--- config.mk ---
export PLATFORM = sky130hd
export DESIGN_NAME = fb_port_arbiter
export DESIGN_NICKNAME = d
export VERILOG_FILES = /design/src/rtl/fb_port_arbiter.sv
export SDC_FILE = /design/constraint.sdc
export NUM_CORES = 1
export LEC_CHECK = 0
export BUFFER_PORTS_ARGS = -buffer_cell sky130_fd_sc_hd__buf_2
export CORE_MARGIN = 3
export CORE_UTILIZATION = 44
export CTS_BUF_LIST = sky130_fd_sc_hd__clkbuf_4
export DETAILED_ROUTE_END_ITERATION = 10
export PLACE_DENSITY_LB_ADDON = 0.15
export SYNTH_ARGS = -nofsm -noshare
export SYNTH_HDL_FRONTEND = slang
export SYNTH_SLANG_ARGS = --single-unit
--- constraint.sdc ---
create_clock -name clk -period 1.7 [get_ports clk]
set_input_delay 0.085 -clock clk [delete_from_list [all_inputs] [get_ports clk]]
set_output_delay 0.085 -clock clk [all_outputs]
set_load 0.05 [all_outputs]
--- src/rtl/fb_port_arbiter.sv ---
// Framebuffer RAM arbiter (reader > clear > host); reads return 2 cycles after request.
// Host writes are back-pressured via wr_ready whenever the reader or clear engine owns the RAM.
module fb_port_arbiter #(
   parameter int unsigned COLS   = 240,
   parameter int unsigned PAGES  = 8,
   parameter int unsigned ADDR_W = 11
) (
   input  logic              clk,
   input  logic              reset,
   input  logic              rd_req,
   input  logic [7:0]        rd_x,
   input  logic [2:0]        rd_page,
   output logic              rd_valid,
   output logic [7:0]        rd_data,
   input  logic              wr_valid,
   output logic              wr_ready,
   input  logic [7:0]        wr_x,
   input  logic [2:0]        wr_page,
   input  logic [7:0]        wr_data,
   input  logic              clear_start,
   input  logic [7:0]        clear_value,
   output logic              busy,
   output logic              clear_done,
   output logic [7:0]        err_count,
   output logic [ADDR_W-1:0] mem_addr,
   output logic              mem_we,
   output logic [7:0]        mem_wdata,
   input  logic [7:0]        mem_rdata
);
   localparam int unsigned FB_BYTES = COLS * PAGES;
   localparam logic [ADDR_W-1:0] LAST_ADDR = ADDR_W'(FB_BYTES - 1);

   typedef enum logic {IDLE, FILL} state_t;

   state_t            state_q;
   logic [ADDR_W-1:0] cnt_q;
   logic [7:0]        fill_q;
   logic              clear_done_q;
   logic              rd_p1_q;
   logic              rd_oor_p1_q;
   logic              rd_valid_q;
   logic [7:0]        rd_data_q;
   logic [7:0]        err_q;
   logic [7:0]        err_d;

   logic              rd_oor;
   logic              wr_oor;
   logic              wr_hs;
   logic [ADDR_W-1:0] rd_addr;
   logic [ADDR_W-1:0] wr_addr;

   assign rd_oor  = (32'(rd_x) >= COLS) || (32'(rd_page) >= PAGES);
   assign wr_oor  = (32'(wr_x) >= COLS) || (32'(wr_page) >= PAGES);
   assign rd_addr = ADDR_W'(32'(rd_x) * PAGES + 32'(rd_page));
   assign wr_addr = ADDR_W'(32'(wr_x) * PAGES + 32'(wr_page));

   assign busy       = (state_q == FILL);
   assign wr_ready   = reset & ~rd_req & ~busy;
   assign wr_hs      = wr_valid & wr_ready;
   assign clear_done = clear_done_q;
   assign rd_valid   = rd_valid_q;
   assign rd_data    = rd_data_q;
   assign err_count  = err_q;

   // Out-of-range host writes still complete the handshake but never reach the RAM.
   always_comb begin
      mem_addr  = '0;
      mem_we    = 1'b0;
      mem_wdata = '0;
      if (rd_req) begin
         mem_addr = rd_addr;
      end else if (busy) begin
         mem_addr  = cnt_q;
         mem_we    = 1'b1;
         mem_wdata = fill_q;
      end else if (wr_hs) begin
         mem_addr  = wr_addr;
         mem_we    = ~wr_oor;
         mem_wdata = wr_data;
      end
   end

   always_comb begin
      err_d = err_q;
      if (wr_hs && wr_oor && (err_q != 8'hFF)) begin
         err_d = err_q + 8'd1;
      end
   end

   always_ff @(posedge clk or negedge reset) begin
      if (!reset) begin
         err_q <= '0;
      end else begin
         err_q <= err_d;
      end
   end

   // Stage 1 tracks the request while the RAM fetches; stage 2 captures the byte.
   always_ff @(posedge clk or negedge reset) begin
      if (!reset) begin
         rd_p1_q     <= 1'b0;
         rd_oor_p1_q <= 1'b0;
         rd_valid_q  <= 1'b0;
         rd_data_q   <= '0;
      end else begin
         rd_p1_q     <= rd_req;
         rd_oor_p1_q <= rd_oor;
         rd_valid_q  <= rd_p1_q;
         if (rd_p1_q) begin
            rd_data_q <= rd_oor_p1_q ? 8'h00 : mem_rdata;
         end
      end
   end

   always_ff @(posedge clk or negedge reset) begin
      if (!reset) begin
         state_q      <= IDLE;
         cnt_q        <= '0;
         fill_q       <= '0;
         clear_done_q <= 1'b0;
      end else begin
         clear_done_q <= 1'b0;
         case (state_q)
            IDLE: begin
               if (clear_start) begin
                  fill_q  <= clear_value;
                  cnt_q   <= '0;
                  state_q <= FILL;
               end
            end
            FILL: begin
               if (!rd_req) begin
                  if (cnt_q == LAST_ADDR) begin
                     cnt_q        <= '0;
                     clear_done_q <= 1'b1;
                     state_q      <= IDLE;
                  end else begin
                     cnt_q <= cnt_q + ADDR_W'(1);
                  end
               end
            end
            default: state_q <= IDLE;
         endcase
      end
   end

endmodule

==> run summary <==
Critical Path Max Stage Delay = 460 ps
Hold Crit Class = in2reg
Drc violations = 0
Syn. warnings = 0
Max clock buf depth = 2
DIE HEIGHT = 75.1 um
DRT Pass-1 Iters = 4
Worst Skew = 24.3 ps
FF-to-FF setup slack = 50 ps
Power share of the combinational group = 0.351
GPL Wtd Cong = 0.808
Slew @ Worst Pin = 468 ps
Post-place setup slack = -3.39 ps
WP data arrival = 1810 ps
CTS root buf = clkbuf_4
Internal power = 1.58 mW
# fillers = 298
Syn Inst Count = 210
Post-synth EDFFs = 0
Switching fraction of total power = 0.368
Sequential area share after synthesis = 0.477
Reg2reg path depth = 6
Pwr/cell area = 724 nW/um2
Worst vdd ir = 453 uV
Pins Over Slew Limit = 0
Clock power frac = 0.206
Maximum fanout along the worst path = 10
RR Endpoint = err_count[5]
Pin count of the biggest net entering global routing = 38
Skew-Pair Late Insertion Delay = 380 ps
Hold Path End = busy
Initial antenna violation count = 0
Worst EP required = 1620 ps
Post-synth top flop = dfrtp_1
Port bufs = 90
Syn_nets = 263
Core area = 4470 um2
Hold_sp = clear_start
Worst slew margin = 0.688
Routed wire length per instance = 17.4 um
Tcrit/Tclk final = 1.11
Fin crit period = 1890 ps
Final ANT Viol Nets = 0
Rows = 24
Crit-path slowest cell = dfrtp_2
Cell family with most CP delay = simple AND/OR/NAND/NOR gates
PnR worst setup slack = -192 ps
Top post-synthesis cells by area = dfrtp_1, o21ai_0, mux2_2, nand2_1, a22o_1
Leading area contributor after synthesis = dfrtp_1
Synth cell types = 40
DPL Wire Length = 4340 um
Crit path kind = reg2out
Setup violators final = 20
Violated checks = setup timing
Overall routing resource usage = 0.234
Grt total ovfl = 0
Critical path origin = busy
Antenna Cells = 0
Via/cell ratio = 5.47
First-pass GRT wire length = 9940 um
Leakage = 1.63 nW
Layout cells sized above 1 = 0.510
Clock sinks = 40
# IOs = 91
Detailed Route WL = 6860 um
Clock H-tree levels = 2
Vias in the first global route = 2091
Crit path cell chain = nor3b_4 -> and2_4 -> a22oi_1 -> o21ai_4 -> buf_8
Setup TNS = -3180 ps
Initial core utilization = 0.469
R2r startpoint = err_count[0]
Synth async-reset ratio = 1.00
Max-cap violation count = 0
DIE WIDTH = 75.1 um
Crit path buf inv count = 1
Nets@finish = 395
Hold Vio Cnt, Final = 0
Top cell type's share of synthesized area = 0.477
First-iteration detailed-routing DRC count = 134
Flop pwr share = 0.443
Critical path launch point type = register
Area added between synthesis and finish = 64.7%
Net switching power figure = 0.922 mW
Worst Setup End Kind = output pin
Avg Cell Area, Syn = 10.0 um2
CTS Buf Count = 5
Unrepaired setup endpoints after global routing = true
CTS tree = yes
Status = finished, violations left
Mapped Area = 2100 um2
Flops & latches, synth = 40
Max Fclk = 528 MHz
Detailed-route via count = 2159
Clk pin slew, worst setup/hold paths = 120 ps
Die ar. = 5640 um2
Hold Crit Depth = 3
## worst max path at each step
stage / to / slack (ps) / cells after the start
after floorplan: mem_addr[2] / -390 / 6
after global placement: err_count[1] / 50 / 4
after detailed placement: err_count[1] / -3 / 4
after CTS: mem_addr[5] / -170 / 5
after global routing: mem_addr[5] / -280 / 5
final: mem_addr[2] / -190 / 5
## tightest hold or removal path, stage by stage
cell and delay (ps):
buf_2 120, nor2_1 80, nor2_1 50
## kinds of logic (layout without fill, tap and decap cells)
kind of cell,Yosys count,count (layout),synth area share
adders and majority gates,2,2,0.0119
and+or+nand+nor,73,74,0.194
xor gates and xnor gates,9,9,0.0375
muxes,9,9,0.0483
AOI/OAI and AO/OA,56,56,0.185
DFF,40,40,0.477
buffers and inverters,21,153,0.0459
## sequential cells by signal, summed over array words and instances, names as in the netlist
signal       cells
clear_done       1
err_count        8
rd_p1_q          1
rd_oor_p1_q      1
cnt_q           11
rd_valid         1
busy             1
fill_q           8
rd_data          8
## layout make-up
| cell class | instances | area [um2] | area share |
|---|---|---|---|
| repair buffers | 136 | 1030 | 0.298 |
| flip-flops and latches | 40 | 1010 | 0.292 |
| well taps | 52 | 65.1 | 0.0188 |
| clock inverters | 2 | 12.5 | 0.00362 |
| multi-input cells | 150 | 1260 | 0.365 |
| clock buffers | 6 | 45.0 | 0.0130 |
| inverters | 9 | 33.8 | 0.00977 |
## per-stage QoR
stage | instances | power, mW | area, um2 | util | hold slack [ps]
2_1_floorplan | 210 | 1.62 | 2310 | - | -211
3_3_place_gp | 354 | 1.85 | 2850 | 0.638 | -66.6
3_5_place_dp | 354 | 1.86 | 2850 | 0.638 | -62.1
4_1_cts | 384 | 2.46 | 3260 | 0.728 | 2.44
5_1_grt | 395 | 2.62 | 3460 | 0.773 | 18.2
6_report | 395 | 2.50 | 3460 | 0.773 | 8.68
## synth_stat cells, drive strengths merged, types with 3 or more instances
master / count
nand3: 8
xnor2: 7
a22oi: 11
dfrtp: 40
o21ai: 25
nor2: 7
inv: 9
buf: 7
mux2: 9
nand2: 27
nand4: 5
nand3b: 8
clkbuf: 5
a22o: 10
and4: 3
## layout by cell type (no fill, tap or decap), types with 5 or more instances in the layout
cell type	n
nand3b_1	8
dlygate4sd3_1	19
mux2_2	8
o21ai_4	11
a22oi_1	9
buf_8	10
nor2_1	6
clkbuf_4	6
buf_6	17
buf_4	19
nand3_1	8
dfrtp_2	6
dfrtp_1	34
o21ai_0	14
nand2_1	25
inv_1	9
buf_2	71
a22o_4	8
xnor2_1	7
nand4_1	5
## timing repair
| action | in CTS | in global routing |
|---|---|---|
| hold buffers | 17 | 2 |
| buffers inserted | 4 | 8 |
| setup endpoints to repair | 25 | 33 |
| gates resized for setup | 45 | 24 |
| hold endpoints to repair | 56 | 1 |
| cloned | 1 | 1 |
| pin swaps | 2 | 9 |
## per-layer routing
layer / global-route usage / wire length [um]
met1: 0.289 / 2690
met3: 0.0547 / 364
met5: 0 / 0
met2: 0.411 / 3730
met4: 0.0613 / 76
## power groups by stage
stage / combinational [mW] / clock [mW] / sequential, mW
final: 0.879 / 0.515 / 1.11
after global routing: 0.937 / 0.561 / 1.12
after CTS: 0.840 / 0.512 / 1.10
after detailed placement: 0.735 / 0 / 1.12
after global placement: 0.725 / 0 / 1.12
after floorplan: 0.458 / 0 / 1.16
Power figures use the tool's default switching activity.
